File: config.mk
export PLATFORM = sky130hd
export DESIGN_NAME = riscv_multicycle_cpu
export DESIGN_NICKNAME = d
export VERILOG_FILES = /design/src/rtl/riscv_multicycle_cpu.sv
export SDC_FILE = /design/constraint.sdc
export NUM_CORES = 2
export LEC_CHECK = 0
export CELL_PAD_IN_SITES_DETAIL_PLACEMENT = 0
export CELL_PAD_IN_SITES_GLOBAL_PLACEMENT = 1
export CORE_MARGIN = 8
export CORE_UTILIZATION = 45
export DETAILED_ROUTE_END_ITERATION = 6
export DONT_BUFFER_PORTS = 1
export GPL_ROUTABILITY_DRIVEN = 0
export PLACE_DENSITY_LB_ADDON = 0.1
export SYNTH_ARGS = -nofsm -noshare
export SYNTH_HDL_FRONTEND = slang
export SYNTH_SLANG_ARGS = --single-unit
File: constraint.sdc
create_clock -name clk -period 7.4 [get_ports clk]
set_clock_uncertainty 0.1 [all_clocks]
set_input_delay 0.37 -clock clk [delete_from_list [all_inputs] [get_ports clk]]
set_output_delay 0.37 -clock clk [all_outputs]
set_load 0.01 [all_outputs]
File: src/rtl/riscv_multicycle_cpu.sv
// Multi-cycle RV32I subset core with a single req/ready memory port.
// State | meaning: FETCH read ir at pc | EXEC decode/compute | MEM lw/sw access | WB write rd, retire | HALT stopped until reset
module riscv_multicycle_cpu #(
    parameter logic [31:0] RESET_PC        = 32'h0000_0000,
    parameter int          REG_COUNT       = 32,
    parameter int          HALT_ON_ILLEGAL = 1
) (
    input  logic        clk,
    input  logic        rst_n,
    output logic        mem_req,
    output logic        mem_we,
    output logic [31:0] mem_addr,
    output logic [31:0] mem_wdata,
    input  logic [31:0] mem_rdata,
    input  logic        mem_ready,
    output logic        retire,
    output logic [31:0] retire_pc,
    output logic        halted
);
    localparam int IW = (REG_COUNT > 1) ? $clog2(REG_COUNT) : 1;

    localparam logic [6:0] OPC_OP     = 7'b0110011;
    localparam logic [6:0] OPC_OP_IMM = 7'b0010011;
    localparam logic [6:0] OPC_LOAD   = 7'b0000011;
    localparam logic [6:0] OPC_STORE  = 7'b0100011;
    localparam logic [6:0] OPC_LUI    = 7'b0110111;
    localparam logic [6:0] OPC_BRANCH = 7'b1100011;
    localparam logic [6:0] OPC_JAL    = 7'b1101111;
    localparam logic [6:0] OPC_JALR   = 7'b1100111;

    typedef enum logic [2:0] {S_FETCH, S_EXEC, S_MEM, S_WB, S_HALT} state_t;

    state_t      state;
    logic [31:0] pc, ir, alu_q, npc_q;
    logic [4:0]  rd_q;
    logic        wen_q;
    logic [31:0] regs [REG_COUNT];

    logic [6:0]  opcode, funct7;
    logic [2:0]  funct3;
    logic [4:0]  rd, rs1, rs2;
    logic [31:0] imm_i, imm_s, imm_b, imm_u, imm_j;
    logic [31:0] rs1_val, rs2_val, pc_plus4;
    logic [31:0] result, npc, addr;
    logic        illegal, wen, is_mem, is_store, taken;
    logic        use_rs1, use_rs2, use_rd;

    assign opcode   = ir[6:0];
    assign rd       = ir[11:7];
    assign funct3   = ir[14:12];
    assign rs1      = ir[19:15];
    assign rs2      = ir[24:20];
    assign funct7   = ir[31:25];
    assign imm_i    = {{20{ir[31]}}, ir[31:20]};
    assign imm_s    = {{20{ir[31]}}, ir[31:25], ir[11:7]};
    assign imm_b    = {{19{ir[31]}}, ir[31], ir[7], ir[30:25], ir[11:8], 1'b0};
    assign imm_u    = {ir[31:12], 12'd0};
    assign imm_j    = {{11{ir[31]}}, ir[31], ir[19:12], ir[20], ir[30:21], 1'b0};
    assign pc_plus4 = pc + 32'd4;

    // Out-of-range indices read 0 so the array is never over-indexed; they are flagged illegal below.
    assign rs1_val = (rs1 == 5'd0 || 32'(rs1) >= REG_COUNT) ? 32'd0 : regs[rs1[IW-1:0]];
    assign rs2_val = (rs2 == 5'd0 || 32'(rs2) >= REG_COUNT) ? 32'd0 : regs[rs2[IW-1:0]];

    always_comb begin
        illegal  = 1'b0;
        wen      = 1'b0;
        is_mem   = 1'b0;
        is_store = 1'b0;
        taken    = 1'b0;
        use_rs1  = 1'b0;
        use_rs2  = 1'b0;
        use_rd   = 1'b0;
        result   = 32'd0;
        npc      = pc_plus4;
        addr     = rs1_val + imm_i;
        case (opcode)
            OPC_OP: begin
                {use_rs1, use_rs2, use_rd, wen} = 4'b1111;
                if (funct7 == 7'd0) begin
                    case (funct3)
                        3'b000:  result = rs1_val + rs2_val;
                        3'b111:  result = rs1_val & rs2_val;
                        3'b110:  result = rs1_val | rs2_val;
                        3'b010:  result = {31'd0, $signed(rs1_val) < $signed(rs2_val)};
                        3'b011:  result = {31'd0, rs1_val < rs2_val};
                        default: illegal = 1'b1;
                    endcase
                end else if (funct7 == 7'b0100000 && funct3 == 3'b000) begin
                    result = rs1_val - rs2_val;
                end else begin
                    illegal = 1'b1;
                end
            end
            OPC_OP_IMM: begin
                {use_rs1, use_rd, wen} = 3'b111;
                case (funct3)
                    3'b000:  result = rs1_val + imm_i;
                    3'b111:  result = rs1_val & imm_i;
                    3'b110:  result = rs1_val | imm_i;
                    3'b010:  result = {31'd0, $signed(rs1_val) < $signed(imm_i)};
                    default: illegal = 1'b1;
                endcase
            end
            OPC_LOAD: begin
                {use_rs1, use_rd, wen, is_mem} = 4'b1111;
                illegal = (funct3 != 3'b010) || (addr[1:0] != 2'b00);
            end
            OPC_STORE: begin
                {use_rs1, use_rs2, is_mem, is_store} = 4'b1111;
                addr    = rs1_val + imm_s;
                illegal = (funct3 != 3'b010) || (addr[1:0] != 2'b00);
            end
            OPC_LUI: begin
                {use_rd, wen} = 2'b11;
                result = imm_u;
            end
            OPC_BRANCH: begin
                {use_rs1, use_rs2} = 2'b11;
                case (funct3)
                    3'b000:  taken = rs1_val == rs2_val;
                    3'b001:  taken = rs1_val != rs2_val;
                    3'b100:  taken = $signed(rs1_val) < $signed(rs2_val);
                    3'b101:  taken = $signed(rs1_val) >= $signed(rs2_val);
                    3'b110:  taken = rs1_val < rs2_val;
                    3'b111:  taken = rs1_val >= rs2_val;
                    default: illegal = 1'b1;
                endcase
                if (taken) npc = pc + imm_b;
                if (npc[1:0] != 2'b00) illegal = 1'b1;
            end
            OPC_JAL: begin
                {use_rd, wen} = 2'b11;
                result  = pc_plus4;
                npc     = pc + imm_j;
                illegal = npc[1:0] != 2'b00;
            end
            OPC_JALR: begin
                {use_rs1, use_rd, wen} = 3'b111;
                result  = pc_plus4;
                npc     = (rs1_val + imm_i) & ~32'd1;
                illegal = (funct3 != 3'b000) || (npc[1:0] != 2'b00);
            end
            default: illegal = 1'b1;
        endcase
        if ((use_rs1 && 32'(rs1) >= REG_COUNT) || (use_rs2 && 32'(rs2) >= REG_COUNT) ||
            (use_rd && 32'(rd) >= REG_COUNT))
            illegal = 1'b1;
        if (illegal) begin
            wen      = 1'b0;
            is_mem   = 1'b0;
            is_store = 1'b0;
            npc      = pc_plus4;
        end
    end

    always_ff @(posedge clk or negedge rst_n) begin
        if (!rst_n) begin
            state     <= S_FETCH;
            pc        <= RESET_PC;
            ir        <= 32'd0;
            alu_q     <= 32'd0;
            npc_q     <= 32'd0;
            rd_q      <= 5'd0;
            wen_q     <= 1'b0;
            mem_req   <= 1'b0;
            mem_we    <= 1'b0;
            mem_addr  <= 32'd0;
            mem_wdata <= 32'd0;
            retire    <= 1'b0;
            retire_pc <= 32'd0;
            halted    <= 1'b0;
            for (int i = 0; i < REG_COUNT; i++) regs[i] <= 32'd0;
        end else begin
            retire <= 1'b0;
            case (state)
                S_FETCH: begin
                    // Only right after reset is mem_req low here; WB normally raises it.
                    if (!mem_req) begin
                        mem_req  <= 1'b1;
                        mem_we   <= 1'b0;
                        mem_addr <= pc;
                    end else if (mem_ready) begin
                        ir      <= mem_rdata;
                        mem_req <= 1'b0;
                        state   <= S_EXEC;
                    end
                end
                S_EXEC: begin
                    if (illegal && HALT_ON_ILLEGAL != 0) begin
                        state  <= S_HALT;
                        halted <= 1'b1;
                    end else begin
                        alu_q <= result;
                        npc_q <= npc;
                        wen_q <= wen && (rd != 5'd0);
                        rd_q  <= rd;
                        if (is_mem) begin
                            state     <= S_MEM;
                            mem_req   <= 1'b1;
                            mem_addr  <= addr;
                            mem_we    <= is_store;
                            mem_wdata <= is_store ? rs2_val : 32'd0;
                        end else begin
                            state     <= S_WB;
                            retire    <= 1'b1;
                            retire_pc <= pc;
                        end
                    end
                end
                S_MEM: begin
                    if (mem_ready) begin
                        mem_req   <= 1'b0;
                        mem_we    <= 1'b0;
                        if (!mem_we) alu_q <= mem_rdata;
                        state     <= S_WB;
                        retire    <= 1'b1;
                        retire_pc <= pc;
                    end
                end
                S_WB: begin
                    if (wen_q) regs[rd_q[IW-1:0]] <= alu_q;
                    pc       <= npc_q;
                    state    <= S_FETCH;
                    mem_req  <= 1'b1;
                    mem_we   <= 1'b0;
                    mem_addr <= npc_q;
                end
                S_HALT: ;
                default: state <= S_HALT;
            endcase
        end
    end
endmodule

==> results_dict.tcl <==
set metrics [dict create \
    drive_above_1_share_pct 31.6 \
    cts_max_path_buffers 3 \
    dp_hpwl_um 197000 \
    multi_input_area_mm2 0.0446 \
    worstPathRequired_ns 7.99 \
    cap_violations 0 \
    final_cell_count_no_fill 9036 \
    yosysWarnings 0 \
    synth_area_per_cell_um2 11.7 \
    fillCellCount 15367 \
    dpl.cell_count 8722 \
    rsz0062_at_grt "no" \
    relSlewSlack_pct 14.8 \
    cts_setup_buffers 0 \
    grt_pass1_vias 59401 \
    crit_path_end_kind "flop" \
    fin_setup_tns_ns 0 \
    setup_viol 0 \
    overflow 0 \
    wl_per_cell_um 33.5 \
    wirelength_um 303000 \
    core-area_mm2 0.174 \
    power_density_mw_per_mm2 168 \
    cts_root_buffer "clkbuf_16" \
    fin_crit_sh_pct 93.7 \
    synth_cell_type_count 85 \
    num_rows 153 \
    drtIter0Drc 6142 \
    synthArstFlopShare_pct 100 \
    viasPerCell 6.59 \
    pin_count 135 \
    track_usage_pct 31.5 \
    final-hold-violation-count 0 \
    crit_type "reg2reg" \
    initial_core_util_pct 45.3 \
    fp.dieW_um 434 \
    cts-htree-levels 4 \
    clk_pin_slew_ns 0.06 \
    dieArea_mm2 0.188 \
    clk_latency_ns 0.83 \
    cts_buffers 149 \
    synth_area_mm2 0.0786 \
    leakage_nw 40.8 \
    report.final.slew_viol_count 0 \
    min_period_ns 6.93 \
    dp_slack_ns 0.508 \
    ant_nets 0 \
    grt_pass1_wl_um 436000 \
    nets 6889 \
    setup_slack_ns 0.470 \
    synth_ff_type "dfrtp_1" \
    cts_tree "built" \
    final_cell_mix "dfrtp_1 (1247), mux2_2 (1084), mux4_2 (448), a21oi_1 (393), nand2_1 (385)" \
    io_buffer_count 0 \
    tightestPinTransition_ns 1.28 \
    clkSinkCount 1261 \
    synthesis.nets 7049 \
    arrival_ns 7.53 \
    final-seq-area_mm2 0.0316 \
    final_common_cell "dfrtp_1" \
    antenna_found_initial 15 \
    status "complete, no violations" \
    drc 0 \
    vdd.ir_drop.worst_v 0.000169 \
    grt_max_degree 239 \
    syn_inst 6744 \
    yosysSeqAreaShare_pct 40.1 \
    die_y_um 434 \
    ys_ff_latch 1261 \
    synth_edf_count 0 \
    area_growth_pct 11.2 \
    min_path_type "in2reg" \
    routed-via-count 59572 \
    firstDrtPassIters 6 \
    fmax_mhz 144 \
    start_kind "flop" \
    crit_path_max_fanout 24 \
]
power by group:
part	switching, W	internal, W	total, W
Combinational	0.000162	0.0000278	0.000189
Clock	0.00311	0.00446	0.00757
Sequential	0	0.00690	0.00690
per-layer routing:
metal  track usage (%)  up-vias  part of all wire [%]
li1                  -    25109                     -
met1              43.1    31277                    42
met2              49.8     2541                    46
met3              4.35      641                   6.8
met4              15.0        4                   5.5
met5                 0        -                0.0089
stage by stage:
stage | total power (W) | util, % | instance area (µm²) | hold WS [ns]
final | 0.0147 | 50.3 | 87400 | 0.0635
after global routing | 0.0151 | 50.3 | 87400 | 0.0720
after CTS | 0.0148 | 50.3 | 87400 | 0.0364
after detailed placement | 0.00717 | 47.2 | 82000 | -0.0140
after global placement | 0.00717 | 47.2 | 82000 | -0.0162
after floorplan | 0.00702 | - | 78600 | -0.0256
worst max-delay path: stages, from the launching register on:
cell and delay [ns]:
dfrtp_4 0.48, inv_1 0.27, nand2_4 0.37, buf_4 0.32, buf_4 0.17, o221ai_1 0.26, o22ai_1 0.14, nor3_1 0.43
o21ai_0 0.40, ha_1 0.54, or2_2 0.34, a221oi_1 0.63, o211a_1 0.28, o31ai_1 0.11, o22ai_1 0.35, o21a_1 0.33
nand2_1 0.11, o311ai_0 0.28, a21oi_1 0.13, nor4_1 0.43, buf_4 0.24, o21ai_0 0.08
logic make-up after synthesis:
| logic type | synth area share, % |
|---|---|
| fa+ha+maj | 4.35 |
| xor+xnor | 1.86 |
| mux | 32.4 |
| simple gates | 6.40 |
| buf+inv | 3.54 |
| flops | 40.1 |
| compound gates | 11.3 |
state kept, by name (all words and copies together), names as in the netlist:
register / cells
rd_q: 5
retire: 1
halted: 1
mem_addr: 32
mem_wdata: 32
npc_q: 32
mem_req: 1
state: 3
pc: 32
alu_q: 32
wen_q: 1
retire_pc: 32
regs: 1024
mem_we: 1
ir: 32
Yosys cell counts, drive strengths merged (18+ instances only):
cell,instances,share of area (%)
or3,21,0.17
mux2,1114,16
xor2,56,0.62
nor2b,31,0.25
nand3,63,0.40
o221ai,156,1.7
a221oi,21,0.23
dfrtp,1261,40
a31oi,37,0.29
mux4,448,13
o21ai,322,2.1
buf,102,0.56
a22oi,41,0.39
mux2i,273,3.5
nand2,390,1.9
a21oi,394,2.5
a211oi,29,0.28
clkbuf,476,2.3
nor3,119,0.76
o22ai,100,0.80
ha,264,4.2
nand4,28,0.22
and3,20,0.16
nand2b,60,0.48
o31ai,18,0.17
o21a,18,0.17
xnor2,111,1.2
o211ai,36,0.34
a21o,62,0.59
nor2,286,1.4
o21bai,36,0.34
inv,147,0.70
path summary, 6_finish.rpt:
| check | start | endpoint | slack [ns] | cells past startpoint |
|---|---|---|---|---|
| worst max-delay path | ir[22]$_DFFE_PN0P_ | alu_q[30]$_DFFE_PN0P_ | 0.47 | 21 |
| min in group asynchronous | rst_n | mem_wdata[5]$_DFFE_PN0P_ | 0.10 | 2 |
| worst min-delay path | mem_rdata[31] | alu_q[31]$_DFFE_PN0P_ | 0.06 | 5 |
| worst max register to register | ir[22]$_DFFE_PN0P_ | alu_q[30]$_DFFE_PN0P_ | 0.47 | 21 |
| max in group asynchronous | rst_n | regs[350]$_DFFE_PN0P_ | 3.55 | 7 |
| worst min register to register | npc_q[12]$_DFFE_PN0P_ | npc_q[12]$_DFFE_PN0P_ | 0.39 | 2 |
timing repair:
| action | CTS | global route |
|---|---|---|
| gates resized for setup | 0 | 1 |
| endpoints found under the hold margin | 512 | 0 |
| hold buffers | 35 | 0 |
| endpoints found under the setup margin | 0 | 1 |
final cells by class:
type	instances	area share (%)
Inverter	148	0.638
Tap cell	2325	3.33
Clock buffer	213	5.05
Timing Repair Buffer	267	3.13
Antenna cell	16	0.0458
Sequential cell	1261	36.1
Multi-Input combinational cell	4757	51.0
Clock inverter	49	0.648
No activity file was read; power rests on OpenSTA's default activity.
